File: src/rtl/qgate_unit_if.sv
// Sample-in / sample-out handshake bundle for qgate_unit: valid/ready on both sides,
// four signed amplitude components each way, plus the saturation flag.
interface qgate_unit_if #(
  parameter int WIDTH = 8
);
  logic                    in_valid;
  logic                    in_ready;
  logic [1:0]              in_mode;
  logic signed [WIDTH-1:0] alpha_r;
  logic signed [WIDTH-1:0] alpha_i;
  logic signed [WIDTH-1:0] beta_r;
  logic signed [WIDTH-1:0] beta_i;
  logic                    out_valid;
  logic                    out_ready;
  logic signed [WIDTH-1:0] new_alpha_r;
  logic signed [WIDTH-1:0] new_alpha_i;
  logic signed [WIDTH-1:0] new_beta_r;
  logic signed [WIDTH-1:0] new_beta_i;
  logic                    out_sat;

  modport master (
    output in_valid, in_mode, alpha_r, alpha_i, beta_r, beta_i, out_ready,
    input  in_ready, out_valid, new_alpha_r, new_alpha_i, new_beta_r, new_beta_i, out_sat
  );

  modport slave (
    input  in_valid, in_mode, alpha_r, alpha_i, beta_r, beta_i, out_ready,
    output in_ready, out_valid, new_alpha_r, new_alpha_i, new_beta_r, new_beta_i, out_sat
  );
endinterface

File: src/rtl/qgate_unit.sv
// Single-qubit gate (H/X/Z/S) on a fixed-point amplitude pair, 3-stage elastic pipeline.
// Define QGATE_SAT_EN to saturate results and report clipping on out_sat; otherwise results wrap.
module qgate_unit #(
  parameter int WIDTH = 8,
  parameter int FRAC  = 4
) (
  input  logic        clk,
  input  logic        rst,
  qgate_unit_if.slave io
);
  typedef enum logic [1:0] {GATE_H = 2'd0, GATE_X = 2'd1, GATE_Z = 2'd2, GATE_S = 2'd3} gate_e;

  localparam int SW = WIDTH + 1;
  localparam int PW = WIDTH + FRAC + 3;

  // round(2^frac / sqrt(2)) without reals: largest c with (2c-1)^2 <= 2^(2*frac+1)
  function automatic int inv_sqrt2_const(input int frac);
    int c;
    c = 0;
    for (int i = 1; i <= (1 << frac); i++) begin
      if ((2 * i - 1) * (2 * i - 1) <= (1 << (2 * frac + 1))) c = i;
    end
    return c;
  endfunction

  localparam int C = inv_sqrt2_const(FRAC);
  localparam logic signed [PW-1:0] C_MUL   = PW'(C);
  localparam logic signed [PW-1:0] RND     = PW'(1 << (FRAC - 1));
  localparam logic signed [PW-1:0] LIM_MAX = PW'((1 << (WIDTH - 1)) - 1);
  localparam logic signed [PW-1:0] LIM_MIN = PW'(-(1 << (WIDTH - 1)));

  logic s1_vld_q, s1_vld_d, s2_vld_q, s2_vld_d, out_vld_q, out_vld_d;
  gate_e s1_mode_q, s1_mode_d, s2_mode_q, s2_mode_d;
  logic signed [SW-1:0]    s1_val_q [4];
  logic signed [SW-1:0]    s1_val_d [4];
  logic signed [PW-1:0]    s2_val_q [4];
  logic signed [PW-1:0]    s2_val_d [4];
  logic signed [WIDTH-1:0] res_q [4];
  logic signed [WIDTH-1:0] res_d [4];
  logic signed [SW-1:0]    in_ext [4];
  logic signed [SW-1:0]    route [4];
  logic signed [PW-1:0]    pre [4];
  logic s1_free, s2_free, s3_free, accept;
`ifdef QGATE_SAT_EN
  logic out_sat_q, out_sat_d;
`endif

  // A stage is free when empty or when its contents leave this cycle
  assign s3_free     = !out_vld_q || io.out_ready;
  assign s2_free     = !s2_vld_q || s3_free;
  assign s1_free     = !s1_vld_q || s2_free;
  assign io.in_ready = s1_free && !rst;
  assign accept      = io.in_valid && io.in_ready;

  always_comb begin
    in_ext[0] = SW'(io.alpha_r);
    in_ext[1] = SW'(io.alpha_i);
    in_ext[2] = SW'(io.beta_r);
    in_ext[3] = SW'(io.beta_i);
    route     = in_ext;
    case (gate_e'(io.in_mode))
      GATE_H: begin
        route[0] = in_ext[0] + in_ext[2];
        route[1] = in_ext[1] + in_ext[3];
        route[2] = in_ext[0] - in_ext[2];
        route[3] = in_ext[1] - in_ext[3];
      end
      GATE_X: begin
        route[0] = in_ext[2];
        route[1] = in_ext[3];
        route[2] = in_ext[0];
        route[3] = in_ext[1];
      end
      GATE_Z: begin
        route[2] = -in_ext[2];
        route[3] = -in_ext[3];
      end
      default: begin
        route[2] = -in_ext[3];
        route[3] = in_ext[2];
      end
    endcase
    s1_vld_d  = s1_free ? accept : s1_vld_q;
    s1_mode_d = accept ? gate_e'(io.in_mode) : s1_mode_q;
    s1_val_d  = accept ? route : s1_val_q;
  end

  always_comb begin
    s2_vld_d  = s2_free ? s1_vld_q : s2_vld_q;
    s2_mode_d = s2_mode_q;
    s2_val_d  = s2_val_q;
    if (s1_vld_q && s2_free) begin
      s2_mode_d = s1_mode_q;
      for (int k = 0; k < 4; k++) begin
        s2_val_d[k] = (s1_mode_q == GATE_H) ? PW'(s1_val_q[k]) * C_MUL : PW'(s1_val_q[k]);
      end
    end
  end

  always_comb begin
    out_vld_d = s3_free ? s2_vld_q : out_vld_q;
    res_d     = res_q;
    for (int k = 0; k < 4; k++) begin
      pre[k] = (s2_mode_q == GATE_H) ? (s2_val_q[k] + RND) >>> FRAC : s2_val_q[k];
    end
`ifdef QGATE_SAT_EN
    out_sat_d = out_sat_q;
`endif
    if (s2_vld_q && s3_free) begin
`ifdef QGATE_SAT_EN
      out_sat_d = 1'b0;
      for (int k = 0; k < 4; k++) begin
        if (pre[k] > LIM_MAX) begin
          res_d[k]  = WIDTH'(LIM_MAX);
          out_sat_d = 1'b1;
        end else if (pre[k] < LIM_MIN) begin
          res_d[k]  = WIDTH'(LIM_MIN);
          out_sat_d = 1'b1;
        end else begin
          res_d[k]  = WIDTH'(pre[k]);
        end
      end
`else
      for (int k = 0; k < 4; k++) res_d[k] = WIDTH'(pre[k]);
`endif
    end
  end

  always_ff @(posedge clk or posedge rst) begin
    if (rst) begin
      s1_vld_q  <= 1'b0;
      s2_vld_q  <= 1'b0;
      out_vld_q <= 1'b0;
      s1_mode_q <= GATE_H;
      s2_mode_q <= GATE_H;
      for (int k = 0; k < 4; k++) begin
        s1_val_q[k] <= '0;
        s2_val_q[k] <= '0;
        res_q[k]    <= '0;
      end
`ifdef QGATE_SAT_EN
      out_sat_q <= 1'b0;
`endif
    end else begin
      s1_vld_q  <= s1_vld_d;
      s2_vld_q  <= s2_vld_d;
      out_vld_q <= out_vld_d;
      s1_mode_q <= s1_mode_d;
      s2_mode_q <= s2_mode_d;
      s1_val_q  <= s1_val_d;
      s2_val_q  <= s2_val_d;
      res_q     <= res_d;
`ifdef QGATE_SAT_EN
      out_sat_q <= out_sat_d;
`endif
    end
  end

  assign io.out_valid   = out_vld_q;
  assign io.new_alpha_r = res_q[0];
  assign io.new_alpha_i = res_q[1];
  assign io.new_beta_r  = res_q[2];
  assign io.new_beta_i  = res_q[3];
`ifdef QGATE_SAT_EN
  assign io.out_sat     = out_sat_q;
`else
  assign io.out_sat     = 1'b0;
`endif
endmodule

File: src/flat_wrapper.sv
// flat-port wrapper written by rule: the top's interface ports become plain ports
module qgate_unit_flat 
#(
  parameter int WIDTH = 8,
  parameter int FRAC  = 4
)
  (clk, rst, io_in_valid, io_in_mode, io_alpha_r, io_alpha_i, io_beta_r, io_beta_i, io_out_ready, io_in_ready, io_out_valid, io_new_alpha_r, io_new_alpha_i, io_new_beta_r, io_new_beta_i, io_out_sat);
  qgate_unit_if #(.WIDTH(WIDTH)) io_i ();
  input  logic clk;
  input  logic rst;
  input wire logic [$bits(io_i.in_valid)-1:0] io_in_valid;
  input wire logic [$bits(io_i.in_mode)-1:0] io_in_mode;
  input wire logic [$bits(io_i.alpha_r)-1:0] io_alpha_r;
  input wire logic [$bits(io_i.alpha_i)-1:0] io_alpha_i;
  input wire logic [$bits(io_i.beta_r)-1:0] io_beta_r;
  input wire logic [$bits(io_i.beta_i)-1:0] io_beta_i;
  input wire logic [$bits(io_i.out_ready)-1:0] io_out_ready;
  output wire logic [$bits(io_i.in_ready)-1:0] io_in_ready;
  output wire logic [$bits(io_i.out_valid)-1:0] io_out_valid;
  output wire logic [$bits(io_i.new_alpha_r)-1:0] io_new_alpha_r;
  output wire logic [$bits(io_i.new_alpha_i)-1:0] io_new_alpha_i;
  output wire logic [$bits(io_i.new_beta_r)-1:0] io_new_beta_r;
  output wire logic [$bits(io_i.new_beta_i)-1:0] io_new_beta_i;
  output wire logic [$bits(io_i.out_sat)-1:0] io_out_sat;
  assign io_i.in_valid = io_in_valid;
  assign io_i.in_mode = io_in_mode;
  assign io_i.alpha_r = io_alpha_r;
  assign io_i.alpha_i = io_alpha_i;
  assign io_i.beta_r = io_beta_r;
  assign io_i.beta_i = io_beta_i;
  assign io_i.out_ready = io_out_ready;
  assign io_in_ready = io_i.in_ready;
  assign io_out_valid = io_i.out_valid;
  assign io_new_alpha_r = io_i.new_alpha_r;
  assign io_new_alpha_i = io_i.new_alpha_i;
  assign io_new_beta_r = io_i.new_beta_r;
  assign io_new_beta_i = io_i.new_beta_i;
  assign io_out_sat = io_i.out_sat;
  qgate_unit #(.WIDTH(WIDTH), .FRAC(FRAC)) u_core (.clk(clk), .rst(rst), .io(io_i));
endmodule
File: config.mk
export PLATFORM = sky130hd
export DESIGN_NAME = qgate_unit_flat
export DESIGN_NICKNAME = d
export VERILOG_FILES = /design/src/rtl/qgate_unit_if.sv /design/src/rtl/qgate_unit.sv /design/src/flat_wrapper.sv
export SDC_FILE = /design/constraint.sdc
export NUM_CORES = 1
export LEC_CHECK = 0
export ABC_AREA = 1
export CORE_MARGIN = 10
export CORE_UTILIZATION = 40
export CTS_CLUSTER_DIAMETER = 100
export DETAILED_ROUTE_END_ITERATION = 16
export PLACE_DENSITY = 0.65
export SYNTH_ARGS = -nofsm -noshare
export SYNTH_HDL_FRONTEND = slang
export SYNTH_SLANG_ARGS = --single-unit
File: constraint.sdc
create_clock -name clk -period 5.85 [get_ports clk]
set_clock_uncertainty 0.05 [all_clocks]
set_input_delay 1.17 -clock clk [delete_from_list [all_inputs] [get_ports clk]]
set_output_delay 1.17 -clock clk [all_outputs]
set_load 0.1 [all_outputs]
==> results.cfg <==
[floorplan]
start_util_pct = 40.44
placementRows = 62
die_y_um = 190.1
fp.dieW_um = 190.1
pin_count = 73
core-area_um2 = 28630
die_area_um2 = 36150

[drt]
drt-met1-wl_mm = 16.52
wl_per_cell_um = 15.26
routed_wirelength_mm = 32.08
ant_nets = 0
wl_met2_mm = 13.30
drc = 0
dr.pass1.iters = 5
dr.max_layer_used = met4
route.met3.wl_mm = 1.774
drt-initial-drc-count = 910
via_per_inst = 5.105
vias = 10730

[worst_setup_path]
crit_arrival_ps = 2740
worstSetupPathType = in2out
cp-end-kind = primary output
r2r-start = u_core.s1_val_q[30]$_DFFE_PP0P_
start_kind = input port
r2r_cells = 12
crit_fanout = 45
r2r_slack_ps = 3080
cp.required_ps = 4630
r2r-end = u_core.s2_val_q[56]$_DFFE_PP0P_

[timing]
drv_slew = 0
post-route-period-util_pct = 67.71
finalSetupViolCount = 0
fin_setup_tns_ps = 0
finalCriticalPeriod_ps = 3961
finalHoldViolCount = 0
tightest_slew_ps = 1074
worst_slack_ps = 1889
slew_headroom_pct = 28.12
rsz0062_at_grt = false
clock.fmax_mhz = 252.4

[global_route]
grt_pass1_vias = 10060
grt_overflow = 0
grt_antenna_before_repair = 0
grt_max_degree = 81
grt_usage_pct = 17.74
grt_pass1_wl_mm = 52.79

[synthesis]
synth_nets = 1845
synth_edf_count = 0
syn_inst = 1661
yosysSeqAreaShare_pct = 26.59
ys_ff_latch = 123
yosysWarnings = 0
synth_ff_type = dfrtp_1
yosysUniqueCellTypes = 55
async_flop_share_pct = 100.0
synth_area_um2 = 11580
syn_area_per_cell_um2 = 6.969

[cts]
cts_buffer_depth = 2
cts.repair.resized = 0
cts_sinks = 123
root_buffer = clkbuf_16
clkTransAtPathRegs_ps = 60
cts_tree = done
cts_hold_buf = 0
post_cts_buffers = 0
clk_latency_ps = 420
cts_buffers = 17
cts_htree_levels = 4

[place]
gp_congestion = 0.9666
dp_cells = 2070
numPortBuffers = 71
dp_hpwl_mm = 24.99
dpl-instance-area_um2 = 12520
pre_cts_slack_ps = 1856

[layout]
final_cells = 2102
syn2layout_area_growth_pct = 13.81
fin_area_um2 = 13180
antenna_cells = 0
drive_gt1_share_pct = 4.948
nets = 1889

[power]
total_power_mw = 6.193
p_per_area_nw_per_um2 = 470.0
ir_drop_mv = 0.1789
leakage_nw = 6.761

[min_path]
whs_endpoint = u_core.io.new_alpha_r[5]$_DFFE_PP0P_
hold_depth = 2
hp-start = u_core.io.new_alpha_r[5]$_DFFE_PP0P_
hp-class = reg2reg

[run_status]
status = complete, no violations

[flow_run]
timing.max_cap.violations = 0
## logic make-up (layout without fill, tap and decap cells)
logic type      Yosys count  count (layout)  synth area share [%]
buf+inv                 321             378                 11.31
flops                   123             123                 26.59
simple gates            736             736                 27.19
xor+xnor                 33              33                 2.497
other cells               1               1               0.03239
fa+ha+maj               146             146                 17.60
compound gates          301             301                 14.79
## synth_stat cells (all sizes together), types with 2 or more instances
master   number  share of area [%]
a21boi        9               0.58
a21oi       138                6.0
a22oi        11               0.80
a2bb2oi       4               0.30
a31oi         4               0.22
and2          2               0.11
buf          40                2.2
clkbuf       12               0.40
dfrtp       123                 27
fa           28                4.8
ha          118                 13
inv         269                8.7
nand2       433                 14
nand3       135                5.9
nand3b       14               0.91
nand4        19                1.0
nor2        112                3.9
nor3          8               0.53
o2111ai       2               0.15
o211ai        9               0.58
o21a          5               0.32
o21ai        99                4.4
o221ai        3               0.23
o22a          6               0.45
o22ai         7               0.43
or2          12               0.65
xnor2        13               0.98
xor2         20                1.5
## worst max-delay path: stages
cell and delay [ps]:
clkdlybuf4s50_1 450, inv_4 430, nand2_1 220, inv_2 150, buf_4 310
## report_power, final
group | internal (mW) | switching (mW)
logic | 1.18 | 2.44
clock network | 0.770 | 0.404
registers | 1.13 | 0.265
## state kept, by name (all words and copies together) (netlist names)
| name | count |
|---|---|
| u_core.io.new_alpha_i | 8 |
| u_core.io.new_alpha_r | 8 |
| u_core.io.new_beta_i | 8 |
| u_core.s2_mode_q | 2 |
| u_core.s1_vld_q | 1 |
| u_core.io.out_valid | 1 |
| u_core.s2_val_q | 48 |
| u_core.s1_val_q | 36 |
| u_core.s2_vld_q | 1 |
| u_core.io.new_beta_r | 8 |
| u_core.s1_mode_q | 2 |
## stage by stage
stage               hold WS (ps)  utilization [%]
floorplan                  399.2                -
global placement           412.7            43.72
detailed placement         415.9            43.72
CTS                        431.8            46.03
global route               460.4            46.03
finish                     427.7            46.03
## area by class of cell
type	instances	area (um^2)
Timing Repair Buffer	77	753.2
Multi-Input combinational cell	1217	7189
Sequential cell	123	3078
Tap cell	384	480.5
Inverter	269	1015
Clock inverter	13	216.5
Fill cell	2865	15450
Clock buffer	19	442.9
## routing by layer
layer / vias to the layer above / global-route usage (%)
li1: 5477 / -
met1: 4925 / 26.38
met4: 0 / 4.701
met5: - / 0
met2: 294 / 25.85
met3: 35 / 2.838
## placed cells by master, fill, tap and decap left out, drive strengths merged, types with 3 or more instances in the layout
master           n
nand3          135
bufinv           5
clkdlybuf4s50   70
or2             12
a21boi           9
nor2           112
xor2            20
o211ai           9
fa              28
nor3             8
nand2          433
a22oi           11
ha             118
a2bb2oi          4
xnor2           13
clkinvlp         3
o21a             5
o22a             6
o22ai            7
o221ai           3
inv            270
clkbuf          19
o21ai           99
nand4           19
nand3b          14
a21oi          138
dfrtp          123
buf              7
clkinv           4
a31oi            4
## how the worst max path moves through the flow
stage	to	slack (ps)	startpoint	cells past startpoint
2_1_floorplan	io_in_ready	190	rst	3
6_report	io_in_ready	1890	rst	5
4_1_cts	io_in_ready	1870	rst	5
3_3_place_gp	io_in_ready	1880	rst	5
5_1_grt	io_in_ready	1770	rst	5
3_5_place_dp	u_core.s1_val_q[1]$_DFFE_PP0P_	1860	rst	8
Power figures use the tool's default switching activity.
==> edit: new RTL, config.mk and constraints unchanged <==
`WIDTH` is set to 8 in 3 places; all go to 9.
--- a/src/rtl/qgate_unit_if.sv
+++ b/src/rtl/qgate_unit_if.sv
@@ -1,7 +1,7 @@
 // Sample-in / sample-out handshake bundle for qgate_unit: valid/ready on both sides,
 // four signed amplitude components each way, plus the saturation flag.
 interface qgate_unit_if #(
-  parameter int WIDTH = 8
+  parameter int WIDTH = 9
 );
   logic                    in_valid;
   logic                    in_ready;
--- a/src/rtl/qgate_unit.sv
+++ b/src/rtl/qgate_unit.sv
@@ -1,7 +1,7 @@
 // Single-qubit gate (H/X/Z/S) on a fixed-point amplitude pair, 3-stage elastic pipeline.
 // Define QGATE_SAT_EN to saturate results and report clipping on out_sat; otherwise results wrap.
 module qgate_unit #(
-  parameter int WIDTH = 8,
+  parameter int WIDTH = 9,
   parameter int FRAC  = 4
 ) (
   input  logic        clk,
--- a/src/flat_wrapper.sv
+++ b/src/flat_wrapper.sv
@@ -1,7 +1,7 @@
 // flat-port wrapper written by rule: the top's interface ports become plain ports
 module qgate_unit_flat 
 #(
-  parameter int WIDTH = 8,
+  parameter int WIDTH = 9,
   parameter int FRAC  = 4
 )
   (clk, rst, io_in_valid, io_in_mode, io_alpha_r, io_alpha_i, io_beta_r, io_beta_i, io_out_ready, io_in_ready, io_out_valid, io_new_alpha_r, io_new_alpha_i, io_new_beta_r, io_new_beta_i, io_out_sat);
Ports: changed (8 resized); port bits go from 73 to 81. The function was not compared with the original's and may differ.
==> edit against the original RTL <==
- global-route usage up 0.97 points
- count of clock-buffer cells in the layout down 1
- via count rose by 18%
- total power is 11% higher
- design area up 12%
- synthesized cell count up 16%
- sequential cell count up 12
- routed wire length grew 20%
- die area is 12% higher
- setup slack improved by 0.40 ns
- area after synthesis up 14%
- critical path type unchanged
- highest routed layer unchanged
==> edit: results (changes against the original RTL) <==
| Metric | Value |
|---|---|
| Hpwl dp | `29800 um (+19%)` |
| Fill cells | `3401 (+19%)` |
| Hold Path Origin | `u_core.io.new_alpha_r[4]$_DFFE_PP0P_` |
| Maximum clock frequency | `281 MHz (+11%)` |
| CTS buffer count | `17 (unchanged)` |
| # resized after CTS | `0 (unchanged)` |
| Reg2Reg Launch Point | `u_core.s1_val_q[7]$_DFFE_PP0P_` |
| Status | `finished clean` |
| Hold endpoint | `u_core.io.new_alpha_r[4]$_DFFE_PP0P_` |
| Largest registers | `u_core.s2_val_q x52, u_core.s1_val_q x40` |
| CP arrival | `2.34 ns (-0.40 ns)` |
| GRT Overall Usage | `18.7% (+0.97 points)` |
| Cell Area, Placed | `14200 um^2 (+14%)` |
| CP startpoint | `io_out_ready` |
| Max IR drop VDD | `368 uV (+110%)` |
| Synth top area cells | `dfrtp_1 26%, nand2_1 14%, ha_1 12%` |
| Share of layout cells above drive strength 1 | `4.61% (-0.34 points)` |
| Htree depth | `4 (unchanged)` |
| Vias in the first global route | `12100 (+20%)` |
| Post-synthesis cell type count | `52 (-5.5%)` |
| CP endpoint | `io_in_ready` |
| DP Worst Slack | `2.18 ns (+0.327 ns)` |
| Worst Path Max Fanout | `3 (-93%)` |
| Total Wirelength | `38400 um (+20%)` |
| P_leak | `7.76 nW (+15%)` |
| Port bufs | `79 (+11%)` |
| R2r setup slk | `3.06 ns (-0.02 ns)` |
| Sequential area share after synthesis | `25.6% (-0.96 points)` |
| Global-route wire length before repair | `63400 um (+20%)` |
| Post-synth top cells | `489 x nand2_1, 301 x inv_1, 162 x a21oi_1, 152 x nand3_1, 144 x nor2_1` |
| GPL Wtd Cong | `0.904 (-6.5%)` |
| Syn nets | `2123 (+15%)` |
| Relative slew slack | `29.7% (+1.6 points)` |
| Slowest cell on the critical path | `clkdlybuf4s50_1` |
| Reg2Reg Capture Point | `u_core.s2_val_q[12]$_DFFE_PP0P_` |
| Skew-Pair Late Insertion Delay | `0.43 ns` |
| DR iter-0 viols | `1021 (+12%)` |
| DR vias/cell | `5.23 (+2.5%)` |
| Pin count of the biggest net entering global routing | `70 (-14%)` |
| Nets | `2167 (+15%)` |
edit: cell types whose count changed in the layout (fill, tap and decap cells not counted), moves of 12 or more:
cell,unedited run,this run
inv_1,255,300
nand2_1,430,488
nand3_1,134,152
xor2_1,20,32
a21oi_1,136,162
ha_1,118,130
dfrtp_1,123,135
nor2_1,106,143
edit: worst max-delay path, delay by kind of cell:
kind          cells  cell delay, ns
buf+inv           4            0.92
simple gates      2            0.25
edit: cells by family (layout without fill, tap and decap cells):
kind of cell	Yosys count	after routing	share of synthesized area, %
and+or+nand+nor	868	868	28.4
DFF	135	135	25.6
AOI/OAI and AO/OA	338	338	14.4
other	1	1	0.0284
xor gates and xnor gates	42	42	2.79
buffers and inverters	373	430	11.5
adders and majority gates	162	162	17.2
edit: metrics by stage:
stage	instances	hold WS, ns	util, %
floorplan	1919	0.399	-
global placement	2386	0.413	43.8
detailed placement	2386	0.415	43.8
global route	2418	0.447	45.5
CTS	2418	0.435	45.5
finish	2418	0.430	45.5
edit: metal layers:
metal	track usage, %	part of all wire [%]
met1	28.2	51
met2	26.9	41
met3	2.89	6.5
met4	4.83	1.6
met5	0	0
edit: layout make-up:
| cell class | instances | share of cell area, % |
|---|---|---|
| clock buffers | 18 | 2.90 |
| clock inverters | 14 | 0.871 |
| inverters | 312 | 7.94 |
| multi-input cells | 1411 | 56.1 |
| flip-flops and latches | 135 | 22.8 |
| well taps | 442 | 3.74 |
| repair buffers | 86 | 5.68 |
edit: power by group:
part	leakage, nW	switching (mW)	internal (mW)
clock network	0.267	0.490	0.563
logic	5.91	2.92	1.37
registers	1.58	0.300	1.25
